==> config.mk <==
export PLATFORM = sky130hd
export DESIGN_NAME = gshare_predictor
export DESIGN_NICKNAME = d
export VERILOG_FILES = /design/src/rtl/gshare_predictor_pkg.sv /design/src/rtl/bp_history_reg.sv /design/src/rtl/gshare_predictor.sv
export SDC_FILE = /design/constraint.sdc
export NUM_CORES = 1
export LEC_CHECK = 0
export BUFFER_PORTS_ARGS = -buffer_cell sky130_fd_sc_hd__buf_4
export CAP_MARGIN = 20
export CORE_ASPECT_RATIO = 1.75
export CORE_MARGIN = 2
export CORE_UTILIZATION = 41
export CTS_BUF_LIST = sky130_fd_sc_hd__clkbuf_8
export CTS_CLUSTER_SIZE = 24
export DETAILED_ROUTE_END_ITERATION = 10
export GPL_TIMING_DRIVEN = 1
export HOLD_SLACK_MARGIN = 0.02
export PLACE_DENSITY_LB_ADDON = 0.25
export SLEW_MARGIN = 20
export SYNTH_ARGS = -nofsm -noshare
export SYNTH_HDL_FRONTEND = slang
export SYNTH_SLANG_ARGS = --single-unit
export TNS_END_PERCENT = 30
==> constraint.sdc <==
create_clock -name clk -period 7.5 [get_ports clk]
set_input_delay 0.75 -clock clk [delete_from_list [all_inputs] [get_ports clk]]
set_output_delay 0.75 -clock clk [all_outputs]
set_load 0.05 [all_outputs]
==> src/rtl/gshare_predictor_pkg.sv <==
// rtl/gshare_predictor_pkg.sv - shared branch predictor parameters and types
package gshare_predictor_pkg;

    // Machine word width and predictor defaults used across the core
    localparam int XLEN        = 32;
    localparam int BP_IDX_W    = 8;
    localparam int BP_CNT_W    = 2;
    localparam int BP_HIST_LEN = 8;
    localparam int BP_MODE     = 1;

    // Table indexing scheme
    typedef enum logic {
        IDX_BIMODAL = 1'b0,
        IDX_GSHARE  = 1'b1
    } idx_mode_e;

endpackage

==> src/rtl/bp_history_reg.sv <==
// rtl/bp_history_reg.sv - speculative and committed global history pair
module bp_history_reg #(
    parameter int HIST_LEN = 8
) (
    input  logic                clk,
    input  logic                rst,
    input  logic                rdy,
    input  logic                flush,
    input  logic                spec_shift_i,
    input  logic                spec_bit_i,
    input  logic                commit_shift_i,
    input  logic                commit_bit_i,
    output logic [HIST_LEN-1:0] ghr_spec_o
);

    logic [HIST_LEN-1:0] spec_q, spec_d;
    logic [HIST_LEN-1:0] commit_q, commit_d;

    // Next history: commit always shifts on an update; a flush restores the
    // speculative copy from the post-update committed value and drops fetch shifts
    always_comb begin
        commit_d = commit_q;
        if (commit_shift_i) begin
            commit_d = HIST_LEN'({commit_q, commit_bit_i});
        end
        spec_d = spec_q;
        if (flush) begin
            spec_d = commit_d;
        end else if (spec_shift_i) begin
            spec_d = HIST_LEN'({spec_q, spec_bit_i});
        end
    end

    // History registers; frozen while rdy is low
    always_ff @(posedge clk) begin
        if (rst) begin
            spec_q   <= '0;
            commit_q <= '0;
        end else if (rdy) begin
            spec_q   <= spec_d;
            commit_q <= commit_d;
        end
    end

    assign ghr_spec_o = spec_q;

endmodule

==> src/rtl/gshare_predictor.sv <==
// rtl/gshare_predictor.sv - gshare/bimodal conditional branch predictor
module gshare_predictor
    import gshare_predictor_pkg::*;
#(
    parameter int IDX_W    = BP_IDX_W,
    parameter int CNT_W    = BP_CNT_W,
    parameter int HIST_LEN = BP_HIST_LEN,
    parameter int MODE     = BP_MODE
) (
    input  logic             clk,
    input  logic             rst,
    input  logic             rdy,
    input  logic             flush,
    input  logic             fet_valid,
    input  logic             fet_is_br,
    input  logic [XLEN-1:0]  fet_pc,
    output logic             bp_pred,
    output logic [IDX_W-1:0] bp_idx,
    input  logic             rob_bp_enable,
    input  logic [IDX_W-1:0] rob_bp_idx,
    input  logic             rob_bp_jump,
    input  logic             rob_bp_correct,
    output logic [XLEN-1:0]  bp_correct_cnt,
    output logic [XLEN-1:0]  bp_total_cnt
);

    localparam int               ENTRIES  = 1 << IDX_W;
    localparam logic [CNT_W-1:0] CNT_MAX  = '1;
    localparam logic [CNT_W-1:0] CNT_INIT = CNT_W'((1 << (CNT_W - 1)) - 1);

    logic [CNT_W-1:0]    cnt_q [ENTRIES];
    logic [CNT_W-1:0]    cnt_cur, cnt_upd_d;
    logic [XLEN-1:0]     correct_q, correct_d;
    logic [XLEN-1:0]     total_q, total_d;
    logic [HIST_LEN-1:0] ghr_spec;
    logic [IDX_W-1:0]    hist_ext;
    logic [IDX_W-1:0]    pc_idx;
    logic                update_en;
    logic                unused_pc_bits;

    // PC bit 0 and everything above the index field never affect the table
    assign unused_pc_bits = ^{fet_pc[XLEN-1:IDX_W+1], fet_pc[0]};

    assign update_en = rdy && rob_bp_enable;
    assign pc_idx    = fet_pc[IDX_W:1];

    // Zero-extend the speculative history up to the index width
    always_comb begin
        hist_ext                = '0;
        hist_ext[HIST_LEN-1:0]  = ghr_spec;
    end

    assign bp_idx  = (MODE == int'(IDX_GSHARE)) ? (pc_idx ^ hist_ext) : pc_idx;
    assign bp_pred = cnt_q[bp_idx][CNT_W-1];

    // Saturating step of the counter addressed by the committing branch
    always_comb begin
        cnt_cur   = cnt_q[rob_bp_idx];
        cnt_upd_d = cnt_cur;
        if (rob_bp_jump && (cnt_cur != CNT_MAX)) begin
            cnt_upd_d = cnt_cur + 1'b1;
        end else if (!rob_bp_jump && (cnt_cur != '0)) begin
            cnt_upd_d = cnt_cur - 1'b1;
        end
    end

    // Counter table: reset to weakly not-taken, one entry written per update
    always_ff @(posedge clk) begin
        if (rst) begin
            for (int i = 0; i < ENTRIES; i++) begin
                cnt_q[i] <= CNT_INIT;
            end
        end else if (update_en) begin
            cnt_q[rob_bp_idx] <= cnt_upd_d;
        end
    end

    // Next value of the committed-branch statistics
    always_comb begin
        correct_d = correct_q;
        total_d   = total_q;
        if (update_en) begin
            total_d = total_q + 1'b1;
            if (rob_bp_correct) begin
                correct_d = correct_q + 1'b1;
            end
        end
    end

    // Statistics registers
    always_ff @(posedge clk) begin
        if (rst) begin
            correct_q <= '0;
            total_q   <= '0;
        end else begin
            correct_q <= correct_d;
            total_q   <= total_d;
        end
    end

    assign bp_correct_cnt = correct_q;
    assign bp_total_cnt   = total_q;

    bp_history_reg #(
        .HIST_LEN (HIST_LEN)
    ) u_history (
        .clk            (clk),
        .rst            (rst),
        .rdy            (rdy),
        .flush          (flush),
        .spec_shift_i   (fet_valid && fet_is_br),
        .spec_bit_i     (bp_pred),
        .commit_shift_i (rob_bp_enable),
        .commit_bit_i   (rob_bp_jump),
        .ghr_spec_o     (ghr_spec)
    );

endmodule

Word-level counts from Yosys, hierarchy flattened:

Memories as Yosys holds them, arrays and structs flattened.
Index checks and enable logic that the tools add are counted.

* register bits: 80
* logic and storage cells: 34
* bits in writable memories: 512
* output and inout port bits: 73
* memories: 1
* input bits: 49

Memory list
* cnt_q: depth 256, width 2, rd ports 2, clocked after memory_dff 0, write ports 256, line gshare_predictor.sv:31 `logic [CNT_W-1:0] cnt_q [ENTRIES];`

* eq/ne operators: 1
* bitwise operators: 1
* add/sub/neg operators: 4
* multiplexer cells: 13
* reduce and logical (&&, ||, !) cells: 10

Operators with widths (number)
* adder 32 x 1 -> 32 bit (second input constant): 2
* 2-to-1 mux 8 bit: 4
* bitwise XOR 8 bit: 1
* 2-to-1 mux 1 bit: 6
* 2-to-1 mux 2 bit: 3
* logical AND 1 bit: 4
* AND reduction 2 bit: 2
* nonzero test 2 bit: 2
* adder 2 x 1 -> 2 bit (second input constant): 1
* != test 2 bit (second input constant): 1
* OR reduction 2 bit: 1
* subtractor 2 x 1 -> 2 bit (second input constant): 1
* logical NOT 1 bit: 1

Logic depth before layout (Yosys ltp):

Gate-level depths: netlist of run 1.

* word-level depth: 6
* gate-level depth with buffers: 19
* depth with buffers taken out: 12

Modules after synthesis:

A second synthesis of run 1 with hierarchy kept.

* cells, all modules: 2659
* area total of the unflattened synthesis: 32429.9 um^2

Modules (own cells, without submodules)
* gshare_predictor: area an instance 31665.4 um^2, times used 1, cells an instance 2576
* bp_history_reg: area an instance 764.5 um^2, times used 1, cells an instance 83

Worst setup path after synthesis of run 1:

No wires, ideal clock.

* path kind: input to register
* from: input rob_bp_idx[1]
* to: memory cnt_q[136][0] (netlist name) (data pin)
* data required time: 7.205 ns
* path slack: 3.006 ns
* path buffers: 5
* data arrival time: 4.199 ns
* stages on the path: 15
* cell sequence: buf_2 buf_2 buf_1 mux4_2 mux4_2 a22oi_1 nand4_1 a211oi_2 inv_1 ha_1 mux2_2 xnor2_1 clkbuf_1 buf_2 nand3_1

RTL lines
* start, declared: line gshare_predictor.sv:20 `input logic [IDX_W-1:0] rob_bp_idx,`
* end, declared: line gshare_predictor.sv:31

==> results of run 1 <==
## report_power, final
group	leakage, nW	internal (mW)	total [mW]	switching (mW)
registers	5.24	3.63	3.67	0.0370
clock network	0.916	1.19	2.46	1.28
logic	4.91	0.345	1.16	0.816
## flip-flops by register name, summed over array words and instances, names as in the netlist
signal	flops
u_history.ghr_spec_o	8
u_history.commit_q	8
cnt_q	512
bp_correct_cnt	32
bp_total_cnt	32
## cell families after synthesis
group	Yosys count	share of synthesized area [%]
AOI/OAI and AO/OA	282	6.51
xor gates and xnor gates	60	1.71
muxes	242	16.1
and+or+nand+nor	1092	16.8
adders and majority gates	4	0.161
buffers and inverters	302	4.08
DFF	592	54.6
## final timing paths
check | from | endpoint | cells past startpoint
setup / recovery | rob_bp_idx[0] | cnt_q[67][0] | 13
hold / removal | rob_bp_correct | bp_correct_cnt[1] | 3
setup reg to reg | cnt_q[163][0] | cnt_q[67][0] | 11
hold reg to reg | u_history.commit_q[7] | u_history.commit_q[7] | 2
## synthesized netlist by cell type (8+ instances only)
cell,count
a211oi_1,8
a21o_1,146
a21oi_1,32
a22oi_1,10
and2_1,8
and3_1,14
buf_1,15
buf_2,81
clkbuf_1,187
dfxtp_1,80
edfxtp_1,512
inv_1,10
mux2i_1,34
mux4_2,206
nand2_1,205
nand2b_1,72
nand3_1,265
nand4_1,42
nor2_1,206
nor3_1,213
o21ai_0,16
o21bai_1,26
or2_2,29
or3_1,15
xnor2_1,20
xor2_1,39
## final cells by class
| type | instances | share of cell area (%) |
|---|---|---|
| Tap cell | 1012 | 3.69 |
| Timing Repair Buffer | 177 | 4.25 |
| Antenna cell | 3 | 0.0219 |
| Clock buffer | 98 | 3.93 |
| Clock inverter | 53 | 0.623 |
| Multi-Input combinational cell | 1680 | 37.9 |
| Sequential cell | 592 | 49.5 |
| Inverter | 12 | 0.131 |
## layer usage
metal  share of wire, %  GRT usage [%]  wire length, microns  vias to the layer above
li1                   -              -                     -                     9683
met4                7.9           19.3                  8220                        6
met5              0.048              0                    50                        -
met3                8.4           5.42                  8720                      363
met1                 32           29.2                 33500                    11500
met2                 51           46.7                 53000                     1304
## critical path: cells and delay by family
kind / cells / cell delay [ns]
AND/OR/NAND/NOR: 2 / 0.42
adder cells (fa/ha/maj): 1 / 0.22
AO/OA/AOI/OAI: 2 / 0.70
buffers and inverters: 4 / 1.52
XOR/XNOR: 1 / 0.39
multiplexers: 3 / 1.40
==> flow_metrics.env, run 1 <==
export IMPL_place_worst_setup_slack_ns=1.53
export IMPL_yosysSeqAreaShare_pct=54.6
export IMPL_antenna_left=0
export IMPL_synth_area_leaders="edfxtp_1, mux4_2, dfxtp_1"
export IMPL_rows=133
export IMPL_ys_types=55
export IMPL_drt_wl_total_microns=104000
export IMPL_synth_top_cell_area_share_pct=49.5
export IMPL_clock_latency_ns=0.73
export IMPL_path_cells="clkbuf_8 > buf_4 > mux4_2 > mux4_2 > a22oi_1 > nand4_1 > a211oi_2 > inv_1 > ha_1 > mux2_2 > xnor2_2 > buf_12 > nand3_1"
export IMPL_final_util_pct=45.7
export IMPL_worst_ep_required_time_ns=7.90
export IMPL_arrival_ns=5.74
export IMPL_slowest_delay_ns=0.62
export IMPL_cts_sinks=592
export IMPL_post_route_drc_count=0
export IMPL_clk_pin_slew_worst_paths_ns=0.07
export IMPL_grt_usage_pct=27.0
export IMPL_cp_end_kind="register"
export IMPL_fin_crit_sh_pct=71.2
export IMPL_drt_iter0_markers=2594
export IMPL_slew_headroom_pct=22.4
export IMPL_r2r_setup_slack_ns=2.91
export IMPL_drive_gt1_share_pct=21.3
export IMPL_die_h_microns=368
export IMPL_synth_fp_nets=2627
export IMPL_cts_buffer_depth=3
export IMPL_synth_area_leader_cell="edfxtp_1"
export IMPL_synth_edff_count=512
export IMPL_grt_first_pass_wirelength_microns=153000
export IMPL_tns_ns=0
export IMPL_initial_core_util_pct=41.4
export IMPL_finalCriticalPeriod_ns=5.34
export IMPL_peakVddDrop_v=0.000238
export IMPL_finalNonFillerCells=3627
export IMPL_layout_commonest_cell="edfxtp_1"
export IMPL_n_fill_cell=6803
export IMPL_synth_flop_cell="edfxtp_1"
export IMPL_grt_max_degree=98
export IMPL_maxCapViolations=0
export IMPL_synth_warning_count=0
export IMPL_root_buffer="clkbuf_8"
export IMPL_cts_hold_buffers=0
export IMPL_tritoncts="built"
export IMPL_antenna_found_initial=4
export IMPL_startpoint_type="input pin"
export IMPL_cts_made_buffers=84
export IMPL_design_area_sq_um=34300
export IMPL_globalplace_congestion=0.895
export IMPL_slowest_stage="clkbuf_8"
export IMPL_avgSynthCellArea_sq_um=12.1
export IMPL_worst_pin_slew_ns=1.16
export IMPL_regArea_sq_um=17000
export IMPL_die_area_sq_um=78100
export IMPL_htree_num_levels=3
export IMPL_hpwl_microns=67400
export IMPL_drt_first_pass_iters=6
export IMPL_setup_violations=0
export IMPL_chipWidth_microns=212
export IMPL_multi_input_area_sq_um=13000
export IMPL_synth_seq_cells=592
export IMPL_worst_clock_skew_ns=0.0332
export IMPL_holdWs_ns=0.329
export IMPL_power_mw=7.29
export IMPL_vias_per_cell=6.30
export IMPL_final_cell_mix="edfxtp_1, nand3_1, mux4_2, nand2_1, nor3_1"
export IMPL_hold_path_class="input pin to register"
export IMPL_syn_cell_area_sq_um=31100
export IMPL_power_density_nw_per_um2=212
export IMPL_grt_pass1_vias=23700
export IMPL_ctsResizeCount=0
export IMPL_p_leak_nw=11.1
export IMPL_overflow=0
export IMPL_port_buffers=97
export IMPL_async_flop_share_pct=0
export IMPL_maxSlewViolCount=0
export IMPL_routed_via_count=22900
export IMPL_dp_cells=3472
export IMPL_status="finished, final reports clean"
export IMPL_cp_common_cell="mux4_2"
export IMPL_coreArea_sq_um=75100
export IMPL_worst_slack_ns=2.16
export IMPL_fmax_mhz=187
export IMPL_post_cts_repair_setup_buffers=0
export IMPL_rsz0062_at_grt="no"
export IMPL_avgRoutedWirePerCell_microns=28.6
export IMPL_path_max_fanout=96
export IMPL_final_nets=2600
export IMPL_placed_cell_area_sq_um=32700
export IMPL_postSynthCellCount=2574
export IMPL_boundaryPins=122
export IMPL_path_class="input pin to register"
export IMPL_hold_viol_final=0
export IMPL_synthToLayoutAreaGrowth_pct=10.4
Power figures use the tool's default switching activity.
==> run 2, diff against run 1 <==
Settings changed: ABC_AREA from default to 1.
Clock period 7.5 ns to 5.35 ns, I/O delays scaled along.
==> run 2 against run 1 <==
  * Clock skew grew 0.0053 ns
  * Register-to-register slack lost 1.2 ns
  * Power grew 50%
  * Die area grew 8.9%
  * Final cell count grew 43%
  * Setup slack lost 1.2 ns
  * Global-route usage grew 0.33 points
  * Hold slack lost 0.17 ns
  * Critical path depth is the same
  * Area after synthesis grew 9.1%
  * Highest routed layer unchanged
==> flow_metrics.env, run 2 <==
export IMPL_startpoint_type="register"
export IMPL_ctsResizeCount=0
export IMPL_globalplace_congestion=0.853
export IMPL_ys_types=47
export IMPL_cp_common_cell="nand3_1"
export IMPL_grt_pass1_vias=28900
export IMPL_drive_gt1_share_pct=13.2
export IMPL_path_max_fanout=43
export IMPL_die_area_sq_um=85100
export IMPL_cts_made_buffers=88
export IMPL_fin_crit_sh_pct=81.7
export IMPL_netlist_top_cells_count="nand2_1, nor2_1, inv_1, edfxtp_1, nand3_1"
export IMPL_fmax_mhz=229
export IMPL_antenna_left=0
export IMPL_slowest_delay_ns=0.56
export IMPL_synth_area_leader_cell="edfxtp_1"
export IMPL_async_flop_share_pct=0
export IMPL_yosysSeqAreaShare_pct=50.1
export IMPL_maxSlewViolCount=0
export IMPL_cts_buffer_depth=3
export IMPL_cp_depth=13
export IMPL_root_buffer="clkbuf_8"
export IMPL_boundaryPins=122
export IMPL_routed_via_count=29000
export IMPL_tritoncts="built"
export IMPL_die_h_microns=384
export IMPL_synth_fp_nets=4080
export IMPL_worst_r2r_path_depth=16
export IMPL_synth_flop_cell="edfxtp_1"
export IMPL_peakVddDrop_v=0.000207
export IMPL_post_route_drc_count=0
export IMPL_rows=139
export IMPL_vias_per_cell=5.59
export IMPL_coreArea_sq_um=81900
export IMPL_worst_slack_ns=0.981
export IMPL_clock_latency_ns=0.76
export IMPL_drt_wl_total_microns=118000
export IMPL_hold_path_class="input pin to register"
export IMPL_cp_end_kind="primary output"
export IMPL_hold_viol_final=0
export IMPL_grt_first_pass_wirelength_microns=173000
export IMPL_path_cells="nand2_1 > nand2_4 > buf_12 > nand2_1 > nand3_1 > nand3_1 > nand3_1 > nand3_1 > nand3_1 > nand3_1 > nand3_1 > nand2_1 > buf_4"
export IMPL_slew_headroom_pct=22.8
export IMPL_port_buffers=97
export IMPL_synthToLayoutAreaGrowth_pct=9.84
export IMPL_post_cts_repair_setup_buffers=0
export IMPL_worst_clock_skew_ns=0.0385
export IMPL_critPathBufInv=2
export IMPL_synth_seq_cells=592
export IMPL_worst_ep_required_time_ns=4.82
export IMPL_cts_hold_buffers=0
export IMPL_hold_path_depth=3
export IMPL_path_class="register to primary output"
export IMPL_antenna_found_initial=3
export IMPL_final_nets=4113
export IMPL_initial_core_util_pct=41.4
export IMPL_rsz0062_at_grt="no"
export IMPL_postSynthCellCount=4027
export IMPL_place_worst_setup_slack_ns=0.677
export IMPL_synth_most_common_cell="nand2_1"
export IMPL_avgSynthCellArea_sq_um=8.42
export IMPL_largest_reg_flops=512
export IMPL_synth_warning_count=0
export IMPL_grt_max_degree=155
export IMPL_finalCriticalPeriod_ns=4.37
export IMPL_setup_violations=0
export IMPL_clk_pin_slew_worst_paths_ns=0.06
export IMPL_cpLargestDelayFamily="simple AND/OR/NAND/NOR gates"
export IMPL_p_leak_nw=13.2
export IMPL_syn_cell_area_sq_um=33900
export IMPL_synth_area_leaders="edfxtp_1, nand2_1, nor2_1"
export IMPL_slowest_stage="nand2_4"
export IMPL_synth_top_cell_area_share_pct=45.3
export IMPL_cts_sinks=592
export IMPL_grt_usage_pct=27.3
export IMPL_r2r_setup_slack_ns=1.71
export IMPL_maxCapViolations=0
export IMPL_chipWidth_microns=221
export IMPL_worst_pin_slew_ns=1.16
export IMPL_avgRoutedWirePerCell_microns=22.7
export IMPL_drt_first_pass_iters=5
export IMPL_regMostFlops="cnt_q"
export IMPL_htree_num_levels=3
export IMPL_regArea_sq_um=17000
export IMPL_tns_ns=0
export IMPL_synth_edff_count=512
export IMPL_arrival_ns=3.83
export IMPL_drt_iter0_markers=2706
export IMPL_power_density_nw_per_um2=293
export IMPL_final_cell_mix="nand2_1, nor2_1, inv_1, edfxtp_1, nand3_1"
export IMPL_hpwl_microns=73000
export IMPL_overflow=0
export IMPL_status="finished, final reports clean"
export IMPL_n_fill_cell=7907
export IMPL_layout_commonest_cell="nand2_1"
export IMPL_multi_input_area_sq_um=12800
==> run 2: cell families (layout without fill, tap and decap cells) <==
kind of cell	Yosys count	in the layout	share of synthesized area (%)
other	0	1	0
XOR/XNOR	20	20	0.517
buffers and inverters	898	994	12.4
AND/OR/NAND/NOR	1991	1991	27.6
flip-flops	592	592	50.1
adder cells (fa/ha/maj)	4	4	0.148
AO/OA/AOI/OAI	522	522	9.27
==> run 2: layout make-up <==
cell class / instances / area share, %
clock buffer: 94 / 3.47
timing repair buffer: 206 / 5.67
multi-input combinational: 2537 / 34.4
inverter: 635 / 6.43
clock inverter: 59 / 0.850
tap: 1057 / 3.55
antenna: 1 / 0.00672
sequential: 592 / 45.6
==> run 2: worst min-delay path: stages <==
cell	delay, ns
buf_4	0.14
o21ai_0	0.08
a21oi_1	0.11
==> run 2: worst paths after layout <==
check	from	endpoint
max	u_history.ghr_spec_o[0]	bp_pred
min	flush	u_history.ghr_spec_o[4]
max reg2reg	cnt_q[124][0]	cnt_q[123][0]
min reg2reg	bp_total_cnt[31]	bp_total_cnt[31]
==> run 2: where the power goes <==
group | switching, mW | leakage [nW] | internal, mW | total [mW]
clock | 1.89 | 0.931 | 1.72 | 3.61
sequential | 0.0474 | 5.45 | 5.12 | 5.16
combinational | 1.57 | 6.86 | 0.564 | 2.13
total | 3.51 | 13.2 | 7.40 | 10.9
==> run 2: metrics by stage <==
step / instances / hold WS [ns] / util, % / power (mW) / instance area [sq um]
final: 5181 / 0.155 / 45.5 / 10.9 / 37200
after global routing: 5181 / 0.154 / 45.5 / 11.2 / 37200
after CTS: 5179 / 0.0857 / 45.4 / 10.9 / 37200
after detailed placement: 5026 / 0.455 / 43.5 / 7.36 / 35600
after global placement: 5025 / 0.452 / 43.4 / 7.35 / 35600
after floorplan: 4027 / 0.453 / - / 6.69 / 33900
==> run 2: per-layer routing <==
layer  GRT usage, %  vias to the layer above  part of all wire, %
met2           47.8                     1462                   49
met5              0                        -                0.011
met1           29.5                    13800                   34
met4           19.2                        2                  7.6
met3           5.46                      406                  9.3
li1               -                    13300                    -
